`config.mk`:
```
export PLATFORM = sky130hd
export DESIGN_NAME = dmem_arbiter
export DESIGN_NICKNAME = d
export VERILOG_FILES = /design/src/rtl/dmem_arb_pkg.sv /design/src/rtl/dmem_arbiter_rr_pick2.sv /design/src/rtl/dmem_arbiter.sv
export SDC_FILE = /design/constraint.sdc
export NUM_CORES = 1
export LEC_CHECK = 0
export CORE_AREA = 2 2 230 232
export CTS_CLUSTER_SIZE = 8
export DETAILED_ROUTE_END_ITERATION = 10
export DIE_AREA = 0 0 232 234
export GPL_ROUTABILITY_DRIVEN = 0
export PLACE_DENSITY = 0.5
export SYNTH_ARGS = -nofsm -noshare
export SYNTH_HDL_FRONTEND = slang
export SYNTH_HIERARCHICAL = 1
export SYNTH_SLANG_ARGS = --single-unit
```
`constraint.sdc`:
```
create_clock -name clk -period 5.3 [get_ports clk]
set_input_delay 1.06 -clock clk [delete_from_list [all_inputs] [get_ports clk]]
set_output_delay 1.06 -clock clk [all_outputs]
set_load 0.02 [all_outputs]
```
`src/rtl/dmem_arb_pkg.sv`:
```
// Shared definitions for the two-port data-memory arbiter.
package dmem_arb_pkg;

  typedef enum logic [1:0] {
    IDLE   = 2'd0,
    ACCESS = 2'd1,
    DONE   = 2'd2
  } state_e;

  localparam logic PORT_CPU = 1'b0;
  localparam logic PORT_DMA = 1'b1;

  localparam int DEFAULT_DEPTH = 32;

endpackage

```
`src/rtl/dmem_arbiter_rr_pick2.sv`:
```
// Combinational two-way round-robin pick: a tie goes to the port that did not win last.
module rr_pick2
  import dmem_arb_pkg::*;
(
  input  logic [1:0] req,
  input  logic       last_grant,
  output logic       valid,
  output logic       grant
);

  always_comb begin
    valid = |req;
    if (&req) begin
      grant = ~last_grant;
    end else if (req[1]) begin
      grant = PORT_DMA;
    end else begin
      grant = PORT_CPU;
    end
  end

endmodule

```
`src/rtl/dmem_arbiter.sv`:
```
// Shares one data memory between the CPU port (0) and the debug/DMA port (1),
// one access at a time, with a registered ack/err/rdata return per port.
module dmem_arbiter
  import dmem_arb_pkg::*;
#(
  parameter int AW    = 64,
  parameter int DW    = 64,
  parameter int DEPTH = DEFAULT_DEPTH
) (
  input  logic          clk,
  input  logic          reset,
  input  logic          req0,
  input  logic          req1,
  input  logic          we0,
  input  logic          we1,
  input  logic [AW-1:0] addr0,
  input  logic [AW-1:0] addr1,
  input  logic [DW-1:0] wdata0,
  input  logic [DW-1:0] wdata1,
  output logic          ack0,
  output logic          ack1,
  output logic          err0,
  output logic          err1,
  output logic [DW-1:0] rdata0,
  output logic [DW-1:0] rdata1,
  output logic [AW-1:0] mem_addr,
  output logic [DW-1:0] mem_wdata,
  output logic          MEMREAD,
  output logic          MEMWRITE,
  input  logic [DW-1:0] mem_rdata,
  output logic          busy
);

  state_e        state_q, state_d;
  logic          last_grant_q, last_grant_d;
  logic          port_q, port_d;
  logic          we_q, we_d;
  logic [AW-1:0] mem_addr_q, mem_addr_d;
  logic [DW-1:0] mem_wdata_q, mem_wdata_d;
  logic          ack0_q, ack0_d, ack1_q, ack1_d;
  logic          err0_q, err0_d, err1_q, err1_d;
  logic [DW-1:0] rdata0_q, rdata0_d, rdata1_q, rdata1_d;

  logic pick_valid;
  logic pick_grant;
  logic in_range;

  rr_pick2 u_pick (
    .req       ({req1, req0}),
    .last_grant(last_grant_q),
    .valid     (pick_valid),
    .grant     (pick_grant)
  );

  // The latched address is the memory address, so the range check needs no extra flop.
  always_comb begin
    in_range = (mem_addr_q < AW'(DEPTH));
  end

  always_ff @(posedge clk) begin
    if (reset) begin
      state_q      <= IDLE;
      last_grant_q <= PORT_DMA;
      port_q       <= PORT_CPU;
      we_q         <= 1'b0;
      mem_addr_q   <= '0;
      mem_wdata_q  <= '0;
      ack0_q       <= 1'b0;
      ack1_q       <= 1'b0;
      err0_q       <= 1'b0;
      err1_q       <= 1'b0;
      rdata0_q     <= '0;
      rdata1_q     <= '0;
    end else begin
      state_q      <= state_d;
      last_grant_q <= last_grant_d;
      port_q       <= port_d;
      we_q         <= we_d;
      mem_addr_q   <= mem_addr_d;
      mem_wdata_q  <= mem_wdata_d;
      ack0_q       <= ack0_d;
      ack1_q       <= ack1_d;
      err0_q       <= err0_d;
      err1_q       <= err1_d;
      rdata0_q     <= rdata0_d;
      rdata1_q     <= rdata1_d;
    end
  end

  always_comb begin
    state_d = state_q;
    unique case (state_q)
      IDLE:    if (pick_valid) state_d = ACCESS;
      ACCESS:  state_d = DONE;
      DONE:    state_d = IDLE;
      default: state_d = IDLE;
    endcase
  end

  always_comb begin
    last_grant_d = last_grant_q;
    port_d       = port_q;
    we_d         = we_q;
    mem_addr_d   = mem_addr_q;
    mem_wdata_d  = mem_wdata_q;
    rdata0_d     = rdata0_q;
    rdata1_d     = rdata1_q;
    ack0_d       = 1'b0;
    ack1_d       = 1'b0;
    err0_d       = 1'b0;
    err1_d       = 1'b0;

    if ((state_q == IDLE) && pick_valid) begin
      last_grant_d = pick_grant;
      port_d       = pick_grant;
      we_d         = (pick_grant == PORT_DMA) ? we1    : we0;
      mem_addr_d   = (pick_grant == PORT_DMA) ? addr1  : addr0;
      mem_wdata_d  = (pick_grant == PORT_DMA) ? wdata1 : wdata0;
    end

    // Completion is registered at the end of ACCESS so ack/err/rdata appear together in DONE.
    if (state_q == ACCESS) begin
      if (port_q == PORT_DMA) begin
        ack1_d = 1'b1;
        err1_d = ~in_range;
        if (!we_q) rdata1_d = in_range ? mem_rdata : '0;
      end else begin
        ack0_d = 1'b1;
        err0_d = ~in_range;
        if (!we_q) rdata0_d = in_range ? mem_rdata : '0;
      end
    end
  end

  // Strobes are gated by reset so an aborted access releases the memory immediately.
  always_comb begin
    MEMREAD   = (state_q == ACCESS) && in_range && !we_q && !reset;
    MEMWRITE  = (state_q == ACCESS) && in_range &&  we_q && !reset;
    busy      = (state_q != IDLE);
    mem_addr  = mem_addr_q;
    mem_wdata = mem_wdata_q;
    ack0      = ack0_q;
    ack1      = ack1_q;
    err0      = err0_q;
    err1      = err1_q;
    rdata0    = rdata0_q;
    rdata1    = rdata1_q;
  end

endmodule

```
* After elaboration in Yosys (flattened, before gate mapping)
Cells that the tools add are included.
** Cells by class
- Reduce and logical (&&, ||, !) cells :: 17
- Mux-type cells :: 10
- Equal/unequal tests :: 2
- Bitwise logic cells :: 5
- $lt $le $gt $ge :: 1
** Operators with widths (count)
- $mux W64 :: 3
- $lt A64 B6 Y1 const B :: 1
- $logic_and A1 B1 Y1 :: 6
- $reduce_and A3 Y1 :: 2
- $reduce_or A3 Y1 :: 2
- $mux W1 :: 5
- $not A1 Y1 :: 5
- $pmux W2 S2 :: 1
- $reduce_or A2 Y1 :: 2
- $eq A2 B1 Y1 const B :: 1
- $logic_not A1 Y1 :: 2
- $logic_not A2 Y1 :: 1
- $mux W2 :: 1
- $ne A2 B2 Y1 const B :: 1
- $reduce_and A2 Y1 :: 1
- $reduce_bool A2 Y1 :: 1
** Storage, ports and cells
- Register bits :: 265

* Logic depth before layout (Yosys ltp)
Gate-level depths: netlist of run 1.
- Depth in word-level cells :: 4
- Mapped depth :: 7
- Depth with buffers taken out :: 4

* By module
Netlist of run 1, hierarchy kept.
** Modules (own cells, without submodules)
- dmem_arbiter :: cells each 1109, instances 1, sequential area each 5305.1 sq um, area each 10586.4 sq um
- rr_pick2 :: cells each 2, instances 1, sequential area each 0.0 sq um, area each 13.8 sq um

* Worst setup path after synthesis of run 1
Ideal clock, no wire load.
- Path kind :: input-to-output
- Start :: input port reset
- End :: output port MEMREAD
- Cell stages on the path :: 3
- Arrival :: 2154 ps
- Setup slack :: 2086 ps
- Data required time :: 4240 ps
- Cells stage by stage :: clkbuf_1 > clkbuf_1 > nor4_1
** Between the ends
- Cells in the longest elaborated chain, start to end :: 2
** Ends and longest elaborated chain
- start, declared :: RTL line dmem_arbiter.sv:11 : input logic reset,
- $logic_not A1 Y1 :: RTL line dmem_arbiter.sv:137 : MEMREAD = (state_q == ACCESS) && in_range && !we_q && !reset;
- $logic_and A1 B1 Y1 :: RTL line dmem_arbiter.sv:137
- end, declared :: RTL line dmem_arbiter.sv:28 : output logic MEMREAD,
No other way between the ends.

* Worst setup path in the final report of run 1
- Start :: register mem_addr_q[55] (netlist: mem_addr[55])
- End :: output port MEMREAD
** Between the ends
- Cells in the longest elaborated chain, start to end :: 4
** Ends and longest elaborated chain
- start, declared :: RTL line dmem_arbiter.sv:38 : logic [AW-1:0] mem_addr_q, mem_addr_d;
- start signal, assigned :: RTL line dmem_arbiter.sv:79 : mem_addr_q <= mem_addr_d;
- $lt A64 B6 Y1 :: RTL line dmem_arbiter.sv:57 : in_range = (mem_addr_q < AW'(DEPTH));
- $logic_and A1 B1 Y1 (3 in series) :: RTL line dmem_arbiter.sv:137
No other way between the ends.

==> metrics.log, run 1 <==
[metrics] synth warn: 6
[metrics] post-CTS sizing: 0
[metrics] number of buffer and inverter stages on the critical path: 1
[metrics] synthesis-stage register bit count: 265
[metrics] via count: 10070
[metrics] Final Slew Violations: 0
[metrics] input/output buffers: 588
[metrics] number of distinct standard cells referenced by the synthesized netlist: 28
[metrics] average cell area after synthesis: 9.541 µm²
[metrics] Core Footprint: 0.05202 mm²
[metrics] aggregate routed wire length: 46760 µm
[metrics] total placed cells including tap cells: 2310
[metrics] dominant cell type by count on the critical path: sky130_fd_sc_hd__nor4_1
[metrics] remaining antenna violation count: 0
[metrics] Final Hold Vio Count: 0
[metrics] clock slew at the register clock pins of the worst setup and hold paths: 0.05 ns
[metrics] number of vias per cell after detailed routing: 4.262
[metrics] maximum number of buffers from clock root to sink: 3
[metrics] wire length of the first global-routing pass: 65730 µm
[metrics] Startpoint Class: register
[metrics] total negative setup slack: 0 ns
[metrics] violation count after the first detailed-routing iteration: 351
[metrics] synth top area cells: sky130_fd_sc_hd__dfxtp_1 50%, sky130_fd_sc_hd__mux2i_1 12%, sky130_fd_sc_hd__a211oi_1 9.1%
[metrics] fraction of final layout cells with drive strength greater than 1: 0.07974
[metrics] final critical delay including setup and external delays: 4.300 ns
[metrics] TritonCTS buffer count: 39
[metrics] pre-CTS WS: 1.192 ns
[metrics] worst relative slew slack: 0.2645
[metrics] average routed wire per standard cell: 19.80 µm
[metrics] hold crit path type: reg -> reg
[metrics] aggregate global routing overflow: 0
[metrics] clock tree root buffer cell: sky130_fd_sc_hd__clkbuf_16
[metrics] synthesized cell area: 0.01060 mm²
[metrics] total leakage power: 6.581 nW
[metrics] vertical die dimension: 234 µm
[metrics] sequential cell area: 0.005305 mm²
[metrics] area grow syn2layout: 71.33%
[metrics] portion of the clock cycle consumed by the worst path in the final layout: 0.8114
[metrics] vias in the first global route: 10380
[metrics] worst-case register-to-register setup slack: 2.14 ns
[metrics] # Max-Cap Violations: 0
[metrics] crit path max fanout: 4
[metrics] synthesized netlist cell count: 1111
[metrics] sequential area share after synthesis: 0.5005
[metrics] data arrival time of the critical path: 3.24 ns
[metrics] Top Family by Delay on Critical Path: simple AND/OR/NAND/NOR gates
[metrics] area taken by multi-input logic gates: 0.004890 mm²
[metrics] Hold Buf Count CTS: 0
[metrics] number of standard-cell rows in the floorplan: 84
[metrics] number of H-tree branching levels: 2
[metrics] All-Layer GR Usage: 0.1643
[metrics] CP max stage delay: 0.72 ns
[metrics] die boundary width: 232 µm
[metrics] P per Cell Area: 310.1 mW/mm²
[metrics] maximum achievable frequency: 232.5 MHz
[metrics] Setup Viol. Count Final: 0
[metrics] status: finished, final reports clean
[metrics] worst vdd ir: 0.1771 mV
[metrics] fill count: 5359
[metrics] TritonCTS clock tree: built
[metrics] Worst EP required: 4.24 ns
[metrics] cell with the biggest individual delay on the critical path: sky130_fd_sc_hd__clkdlybuf4s50_1
[metrics] unrepaired setup endpoints after global routing: false
[metrics] starting density of the core: 0.2038
[metrics] residual DRC count: 0
[metrics] endpoint kind of the worst setup timing path: output port
[metrics] Worst Clk Skew: 0.01565 ns
[metrics] I/O pin count: 589
[metrics] cell accounting for the most synthesized area: sky130_fd_sc_hd__dfxtp_1
[metrics] fin worst setup slack: 0.9997 ns
[metrics] first-pass iteration count of the detailed router: 4
[metrics] fraction of synthesized cell area taken by the top area cell type: 0.5005
[metrics] Detail Placement HPWL: 35530 µm
[metrics] Nets: 1989
[metrics] critical path class: reg -> out
[metrics] number of antenna violations at the first check in global routing: 10
[metrics] pin count of the biggest net entering global routing: 110
[metrics] die footprint: 0.05429 mm²
[metrics] synthesized netlist net count: 1437
[metrics] clock sinks: 265
[metrics] setup repair bufs after CTS: 0
[metrics] non-filler instance count after layout: 2362
[metrics] Worst Tran Pin Value: 1.103 ns
[metrics] critical path cell sequence: nor4_1 -> and4_2 -> nand4_1 -> nor4_1 -> clkdlybuf4s50_1
[metrics] clock insertion delay at the later pin of the skew report: 0.53 ns
layer usage:
metal	share of wire	routed length, µm	track usage	up-vias
met1	0.37	17320	0.1672	4567
met5	0.00028	13	0	-
met4	0.035	1653	0.07091	2
li1	-	-	-	4994
met2	0.49	22990	0.2921	429
met3	0.10	4782	0.07186	76
worst min-delay path: cells and delay by family (launching register included):
kind            cells  cell delay, ns
flops               1            0.30
simple gates        1            0.05
compound gates      1            0.05
power breakdown:
| group | total [mW] | leakage (nW) | internal (mW) | switching (mW) |
|---|---|---|---|---|
| logic | 1.18 | 3.89 | 0.580 | 0.597 |
| registers | 2.20 | 2.17 | 2.12 | 0.0778 |
| clock network | 2.26 | 0.523 | 1.38 | 0.874 |
area by class of cell:
type,instances,share of cell area
Timing Repair Buffer,601,0.3316
Multi-Input combinational cell,755,0.2692
Sequential cell,265,0.2921
Antenna cell,6,0.0008267
Inverter,1,0.0002067
Tap cell,688,0.04740
Clock buffer,46,0.05863
path summary, 6_finish.rpt:
path           startpoint  cells past startpoint    endpoint
min            rdata0[40]                      2  rdata0[40]
max          mem_addr[55]                      5     MEMREAD
min reg2reg    rdata0[40]                      2  rdata0[40]
max reg2reg        port_q                      5   rdata1[2]
kinds of logic after synthesis:
group | Yosys count | share of synthesized area
flops | 265 | 0.5005
buf+inv | 91 | 0.04096
mux | 129 | 0.1218
simple gates | 366 | 0.1614
compound gates | 260 | 0.1754
synthesized netlist by cell type:
library cell,number
sky130_fd_sc_hd__dfxtp_1,265
sky130_fd_sc_hd__nor2_1,135
sky130_fd_sc_hd__nand2_1,133
sky130_fd_sc_hd__a211oi_1,129
sky130_fd_sc_hd__mux2i_1,129
sky130_fd_sc_hd__clkbuf_1,75
sky130_fd_sc_hd__nand2b_1,65
sky130_fd_sc_hd__o21ai_2,62
sky130_fd_sc_hd__o21ai_1,58
sky130_fd_sc_hd__nor4_1,13
sky130_fd_sc_hd__buf_6,12
sky130_fd_sc_hd__o21ai_0,8
sky130_fd_sc_hd__and2_1,4
sky130_fd_sc_hd__and4_2,3
sky130_fd_sc_hd__a21oi_1,2
sky130_fd_sc_hd__buf_2,2
sky130_fd_sc_hd__nand4_4,2
sky130_fd_sc_hd__nor3_1,2
sky130_fd_sc_hd__nor4b_4,2
sky130_fd_sc_hd__or4_4,2
sky130_fd_sc_hd__a21boi_1,1
sky130_fd_sc_hd__buf_1,1
sky130_fd_sc_hd__inv_1,1
sky130_fd_sc_hd__nand4_1,1
sky130_fd_sc_hd__nor4b_1,1
sky130_fd_sc_hd__nor4bb_1,1
sky130_fd_sc_hd__or2_1,1
sky130_fd_sc_hd__or3_2,1
layout by cell type (no fill, tap or decap), drive strengths merged:
master and count:
clkdlybuf4s50 587, dfxtp 265, nor2 135, nand2 133
mux2i 129, a211oi 129, o21ai 128, nand2b 65
clkbuf 46, buf 14, nor4 13, diode 6
and2 4, and4 3, nor4b 3, nand4 3
or4 2, nor3 2, a21oi 2, inv 1
or3 1, nor4bb 1, or2 1, a21boi 1
per-stage QoR:
stage	util	hold slack [ns]	instance area (µm²)	total power [mW]
6_report	0.3491	0.4434	18160	5.632
5_1_grt	0.3491	0.4627	18160	5.898
4_1_cts	0.3488	0.4472	18150	5.736
3_5_place_dp	0.3283	0.4402	17080	3.422
3_3_place_gp	0.3283	0.4338	17080	3.419
2_1_floorplan	-	0.4383	10600	2.758
sequential cells by signal, summed over array words and instances, names as in the netlist:
register	cells
mem_wdata	64
mem_addr	64
rdata1	64
err1	1
rdata0	64
last_grant_q	1
state_q	2
ack1	1
port_q	1
err0	1
we_q	1
ack0	1
No activity file was read; power rests on OpenSTA's default activity.
==> run 2, diff against run 1 <==
CORE_AREA = 2 2 231 233   (was 2 2 230 232)
DIE_AREA = 0 0 233 235   (was 0 0 232 234)
PLACE_DENSITY = 0.51   (was 0.5)
clock period = 3.77 ns   (was 5.3 ns; I/O delays follow)
==> run 2 against run 1 <==
Against the previous run: cell count grew 0.72%; non-clock buffer count up 14; global-route usage up 0.49 points; via count increased by 1.1%; clock power grew 37%; clock-buffer cell count is 2 lower; critical path depth did not move; worst hold slack better by 0.00069 ns; design area grew 0.87%; total power increased by 40%; sequential share of layout area fell by 0.25 points; critical endpoint is now MEMWRITE; largest power group is now registers.
==> metrics.log, run 2 (synthesis results as in run 1) <==
[metrics] status: finished, final reports clean
[metrics] clock insertion delay at the later pin of the skew report: 0.53 ns
[metrics] # Max-Cap Violations: 0
[metrics] worst vdd ir: 0.2551 mV
[metrics] number of H-tree branching levels: 2
[metrics] I/O pin count: 589
[metrics] Final Slew Violations: 0
[metrics] total placed cells including tap cells: 2324
[metrics] via count: 10180
[metrics] endpoint kind of the worst setup timing path: output port
[metrics] pre-CTS WS: 0.5254 ns
[metrics] hold crit path type: reg -> reg
[metrics] P per Cell Area: 430.2 mW/mm²
[metrics] setup repair bufs after CTS: 0
[metrics] starting density of the core: 0.2029
[metrics] vertical die dimension: 235 µm
[metrics] area taken by multi-input logic gates: 0.004896 mm²
[metrics] total negative setup slack: 0 ns
[metrics] clock tree root buffer cell: sky130_fd_sc_hd__clkbuf_16
[metrics] Nets: 2003
[metrics] Design Area, Final: 0.01832 mm²
[metrics] cell with the biggest individual delay on the critical path: sky130_fd_sc_hd__clkdlybuf4s50_1
[metrics] clock slew at the register clock pins of the worst setup and hold paths: 0.05 ns
[metrics] Worst Clk Skew: 0.02094 ns
[metrics] Top Family by Delay on Critical Path: simple AND/OR/NAND/NOR gates
[metrics] highest-count cells in the layout ignoring fill and taps: 586 x sky130_fd_sc_hd__clkdlybuf4s50_1, 265 x sky130_fd_sc_hd__dfxtp_1, 133 x sky130_fd_sc_hd__nor2_1, 133 x sky130_fd_sc_hd__nand2_1
[metrics] Hold Buf Count CTS: 0
[metrics] critical path cell sequence: or4_4 -> nor3_1 -> nand4_1 -> nor2_1 -> clkdlybuf4s50_1
[metrics] number of standard-cell rows in the floorplan: 84
[metrics] number of antenna violations at the first check in global routing: 10
[metrics] number of buffer and inverter stages on the critical path: 1
[metrics] fraction of met2 tracks used by global routing: 0.3001
[metrics] non-filler instance count after layout: 2379
[metrics] Startpoint Class: register
[metrics] crit path max fanout: 4
[metrics] data arrival time of the critical path: 2.71 ns
[metrics] final critical delay including setup and external delays: 3.464 ns
[metrics] portion of the clock cycle consumed by the worst path in the final layout: 0.9189
[metrics] met1 track demand over resource in global routing: 0.1789
[metrics] wire length of the first global-routing pass: 68480 µm
[metrics] input/output buffers: 588
[metrics] average routed wire per standard cell: 20.10 µm
[metrics] unrepaired setup endpoints after global routing: false
[metrics] global routing met3 resource utilization: 0.06663
[metrics] violation count after the first detailed-routing iteration: 324
[metrics] Detail Placement HPWL: 36900 µm
[metrics] CP max stage delay: 0.64 ns
[metrics] TritonCTS clock tree: built
[metrics] critical path class: reg -> out
[metrics] fraction of final layout cells with drive strength greater than 1: 0.08745
[metrics] sequential cell area: 0.005305 mm²
[metrics] clock sinks: 265
[metrics] aggregate routed wire length: 47820 µm
[metrics] Setup Viol. Count Final: 0
[metrics] total leakage power: 6.679 nW
[metrics] Placed Instance Area: 0.01726 mm²
[metrics] first-pass iteration count of the detailed router: 6
[metrics] area grow syn2layout: 72.82%
[metrics] maximum number of buffers from clock root to sink: 3
[metrics] All-Layer GR Usage: 0.1691
[metrics] layer carrying the most global-route usage: met2
[metrics] Final Hold Vio Count: 0
[metrics] fill count: 5345
[metrics] aggregate global routing overflow: 0
[metrics] die boundary width: 233 µm
[metrics] leading cell type in the layout, fill and taps excluded: sky130_fd_sc_hd__clkdlybuf4s50_1
[metrics] maximum achievable frequency: 288.7 MHz
[metrics] number of vias per cell after detailed routing: 4.278
[metrics] Core Footprint: 0.05224 mm²
[metrics] remaining antenna violation count: 0
[metrics] worst-case register-to-register setup slack: 1.19 ns
[metrics] die footprint: 0.05476 mm²
[metrics] pin count of the biggest net entering global routing: 86
[metrics] residual DRC count: 0
[metrics] fin worst setup slack: 0.3058 ns
[metrics] vias in the first global route: 10350
[metrics] worst relative slew slack: 0.3584
[metrics] Worst Tran Pin Value: 0.9624 ns
[metrics] TritonCTS buffer count: 39
[metrics] Worst EP required: 3.02 ns
-- run 2: area by class of cell --
cell class	instances	share of cell area
antenna	10	0.001366
clock buffer	44	0.05539
clock inverter	1	0.0004781
inverter	1	0.0002049
multi-input combinational	755	0.2673
sequential	265	0.2896
tap	688	0.04699
timing repair buffer	615	0.3387
-- run 2: tightest hold or removal path: stages (launching register included) --
cell	delay, ns
sky130_fd_sc_hd__dfxtp_1	0.30
sky130_fd_sc_hd__nand2_1	0.05
sky130_fd_sc_hd__o21ai_1	0.05
-- run 2: path summary, 6_finish.rpt --
check	start	endpoint	cells past startpoint
max reg2reg	state_q[0]	rdata1[1]	5
min reg2reg	rdata0[17]	rdata0[17]	2
min	rdata0[17]	rdata0[17]	2
max	mem_addr[61]	MEMWRITE	5
-- run 2: where the power goes --
| part | total [mW] | internal (mW) | switching [mW] |
|---|---|---|---|
| Sequential | 3.09 | 2.98 | 0.112 |
| Combinational | 1.70 | 0.847 | 0.856 |
| Clock | 3.09 | 1.87 | 1.22 |
-- run 2: layer usage --
metal | part of all wire | vias to the layer above | wire (µm)
met1 | 0.37 | 4648 | 17800
met5 | 0 | - | 0
met3 | 0.098 | 68 | 4698
met4 | 0.034 | 0 | 1624
li1 | - | 5020 | -
met2 | 0.50 | 441 | 23690
-- run 2: metrics by stage --
step,hold slack [ns],util,power [mW]
2_1_floorplan,0.4383,-,3.877
3_3_place_gp,0.4350,0.3305,4.863
3_5_place_dp,0.4400,0.3305,4.868
4_1_cts,0.4475,0.3502,8.027
5_1_grt,0.4614,0.3504,8.247
6_report,0.4441,0.3507,7.882
-- run 2: what timing repair did --
| item | CTS | global route |
|---|---|---|
| gates resized for setup | 1 | 1 |
| pin swaps | 0 | 0 |
| setup endpoints to repair | 1 | 1 |
==> run 3, diff against run 2 <==
SLEW_MARGIN = 20   (was unset)
==> results of run 3 <==
Final layout, timing and power as in run 2 (identical DEF).
==> edit 1: new RTL, settings of run 3 <==
The 3 states of `state_e` get a one-hot encoding in 3 bits.
--- a/src/rtl/dmem_arb_pkg.sv
+++ b/src/rtl/dmem_arb_pkg.sv
@@ -2,8 +2,8 @@
 package dmem_arb_pkg;
 
-  typedef enum logic [1:0] {
-    IDLE   = 2'd0,
-    ACCESS = 2'd1,
-    DONE   = 2'd2
+  typedef enum logic [2:0] {
+    IDLE   = 3'b001,
+    ACCESS = 3'b010,
+    DONE   = 3'b100
   } state_e;
 
Function: no difference found for any inputs over 4 cycles, from zero or initial values and one cycle with reset high; so few cycles prove little.
==> edit 1 against run 3 <==
Sequential share of layout area about the same. Routed wire length up 5.0%. Sequential cell count up 1. Design area up 0.40%. Setup slack worse by 0.038 ns. Highest routed layer unchanged. Register-to-register slack better by 0.02 ns. Synthesized area up 1.4%. Largest power group unchanged. Total power up 4.3%.
==> edit 1: results (changes against run 3) <==
Global routing met3 resource utilization: 0.0822 (was 0.0666)
Mux cell area share after synthesis: 0.120 (was 0.122)
CP Capture Point: MEMREAD (was MEMWRITE)
Total of fill cells in the finished design: 5382 (was 5345)
Number of distinct standard cells referenced by the synthesized netlist: 31 (was 28)
First-pass detailed-route iteration total: 5 (was 6)
Sequential power share: 0.388 (was 0.392)
Wire length of the first global-routing pass: 70400 um (was 68500 um)
Wire length on met1: 18000 um (was 17800 um)
Static leakage: 0.00651 uW (was 0.00668 uW)
Met2 Usage GRT: 0.296 (was 0.300)
DR iter-0 viols: 441 (was 324)
Total nets after synthesis: 1454 (was 1437)
Cell Pwr Density: 447 mW/mm^2 (was 430 mW/mm^2)
Area fraction in compound gates after synthesis: 0.187 (was 0.175)
Main area contributors after synthesis: dfxtp_1, mux2i_1, a211oi_1 (unchanged)
Power drawn by the clock network: 3040 uW (was 3090 uW)
Initial antenna violation count: 26 (was 10)
Startpoint of the worst setup timing path: mem_addr[7] (was mem_addr[61])
Worst Reg-to-Reg Cells: 7 (was 5)
Post-DP HPWL: 38800 um (was 36900 um)
Most instantiated cells after synthesis: dfxtp_1, nor2_1, nand2_1 (unchanged)
Global Route Usage Sum: 0.175 (was 0.169)
Outcome: complete, no violations (unchanged)
Launch instance of the worst min-delay path: rdata0[29] (was rdata0[17])
Proportion of synthesized chip area in sequential cells: 0.496 (was 0.500)
Number of global-route vias before repair: 10600 (was 10400)
Post-Route Hold Slack: 0.441 ns (was 0.444 ns)
-- edit 1: changes by cell type in the layout (fill, tap and decap cells not counted), moves of 6 or more --
cell	delta
o21ai_2	-46
o21ai_0	+7
nand2b_1	-65
o21ai_1	-25
nor2b_1	+64
a32o_1	+64
diode_2	+6
-- edit 1: per-stage QoR --
step                setup slack [ns]  cells  utilization
detailed placement             0.380   2324        0.332
CTS                          0.00426   2367        0.351
global route                  0.0683   2381        0.352
floorplan                      0.987   1128            -
finish                         0.268   2383        0.352
global placement               0.393   2324        0.332
-- edit 1: area by class of cell --
cell class              instances  area (sq um)  share of cell area
diodes                         16          40.0             0.00218
clock buffers                  41           993              0.0540
clock inverters                 2          13.8            0.000748
inverters                       3          11.3            0.000612
multi-input cells             752          4980               0.271
flip-flops and latches        266          5330               0.290
well taps                     688           861              0.0468
repair buffers                615          6170               0.335
-- edit 1: timing repair --
action | 4_1_cts | 5_1_grt
endpoints found under the setup margin | 1 | 1
setup buffers | 0 | 0
pin swaps | 0 | 1
resized for setup | 1 | 4
==> edit 2: new RTL, settings of run 3 <==
Made on the original files. The parameter `AW` goes from 64 to 32.
--- a/src/rtl/dmem_arbiter.sv
+++ b/src/rtl/dmem_arbiter.sv
@@ -4,5 +4,5 @@
   import dmem_arb_pkg::*;
 #(
-  parameter int AW    = 64,
+  parameter int AW    = 32,
   parameter int DW    = 64,
   parameter int DEPTH = DEFAULT_DEPTH
Interface: changed (resized addr0, addr1 and mem_addr); port bits go from 589 to 493. No check against the original RTL was run, so the function may have changed too.
==> edit 2 against run 3 <==
Total power shrank 12%. Highest routed layer is now met5. Via count decreased by 6.2%. Largest cell class is now multi-input gates. Clock power decreased by 7.4%. Count of clock-buffer cells in the layout fell by 4. Die area unchanged. Synthesized cell count decreased by 10%. Routed wire length shrank 13%. Register-to-register slack better by 0.07 ns. Design area down 5.7%. Synthesized area is 1.5% higher. Fmax down 2.8%. Setup slack got worse by 0.10 ns. Sequential cell count shrank 32.
==> edit 2: results (changes against run 3) <==
Final wirelength: 41700 um (was 47800 um)
Outcome: complete, no violations (unchanged)
Storage cell area: 0.00466 sq mm (was 0.00531 sq mm)
Mux cell area share after synthesis: 0.0902 (was 0.122)
Total nets after synthesis: 1259 (was 1437)
VDD IR-drop max: 0.000212 V (was 0.000255 V)
Share of the synthesized area in the top cell type: 0.433 (was 0.500)
Post-DP HPWL: 29300 um (was 36900 um)
Count of buffers inserted at the top-level ports: 492 (was 588)
DR iter-0 viols: 395 (was 324)
Number of distinct standard cells referenced by the synthesized netlist: 32 (was 28)
Static leakage: 0.00630 uW (was 0.00668 uW)
Plain + repair buffers: 511 (was 615)
Total of fill cells in the finished design: 5319 (was 5345)
Share of layout cells above drive strength 1: 0.126 (was 0.0874)
Worst-case setup slack after placement: 0.467 ns (was 0.525 ns)
Area fraction in compound gates after synthesis: 0.250 (was 0.175)
Proportion of synthesized chip area in sequential cells: 0.433 (was 0.500)
CTS buffer count: 35 (was 39)
Actual transition at the worst max-transition pin: 1.01 ns (was 0.962 ns)
Global Route Usage Sum: 0.148 (was 0.169)
Ant diodes: 4 (was 10)
Maximum number of pins on one net before global-route repair: 129 (was 86)
Hold WC Path Type: input port to register (was register to register)
Worst path max stage delay: 0.72 ns (was 0.64 ns)
Final setup skew: 0.0116 ns (was 0.0209 ns)
-- edit 2: changes by cell type in the layout (fill, tap and decap cells not counted), moves of 35 or more --
cell,delta
nor2_1,-35
o41ai_2,+108
nand3b_1,+128
nand2_1,-129
clkdlybuf4s50_1,-95
o21ai_1,-58
o21ai_2,-62
-- edit 2: critical path, delay by kind of cell (launching register included) --
family	cells	cell delay (ns)
buffers and inverters	1	0.72
DFF	1	0.32
and+or+nand+nor	3	1.25
-- edit 2: worst paths after layout --
| kind | from | endpoint | slack (ns) | cells after the start |
|---|---|---|---|---|
| setup / recovery | mem_addr[20] | MEMWRITE | 0.21 | 4 |
| hold / removal | reset | state_q[1] | 0.43 | 2 |
| setup reg to reg | mem_addr[5] | rdata1[14] | 1.26 | 7 |
| hold reg to reg | rdata1[16] | rdata1[16] | 0.48 | 2 |
-- edit 2: cell families (layout without fill, tap and decap cells) --
| group | Yosys count | after routing |
|---|---|---|
| mux | 97 | 97 |
| compound gates | 230 | 230 |
| flops | 233 | 233 |
| other cells | 0 | 4 |
| simple gates | 317 | 317 |
| buf+inv | 120 | 552 |
-- edit 2: routing by layer --
metal / global-route usage / share of wire
met5: 0 / 0.0012
met4: 0.0618 / 0.027
met3: 0.0607 / 0.091
met2: 0.241 / 0.47
met1: 0.169 / 0.41
-- edit 2: power breakdown --
group          internal, uW  switching [uW]  total (uW)
logic                   667             731        1400
registers              2600            87.5        2680
clock network          1740            1120        2860
-- edit 2: through the flow --
step                       util  instance area (sq um)
final                     0.331                  17300
after CTS                 0.331                  17300
after floorplan               -                  10800
after global routing      0.331                  17300
after global placement    0.312                  16300
after detailed placement  0.312                  16300
-- edit 2: repair_timing --
action,4_1_cts,5_1_grt
endpoints found under the setup margin,2,0
resized for setup,1,0
setup buffers,3,0
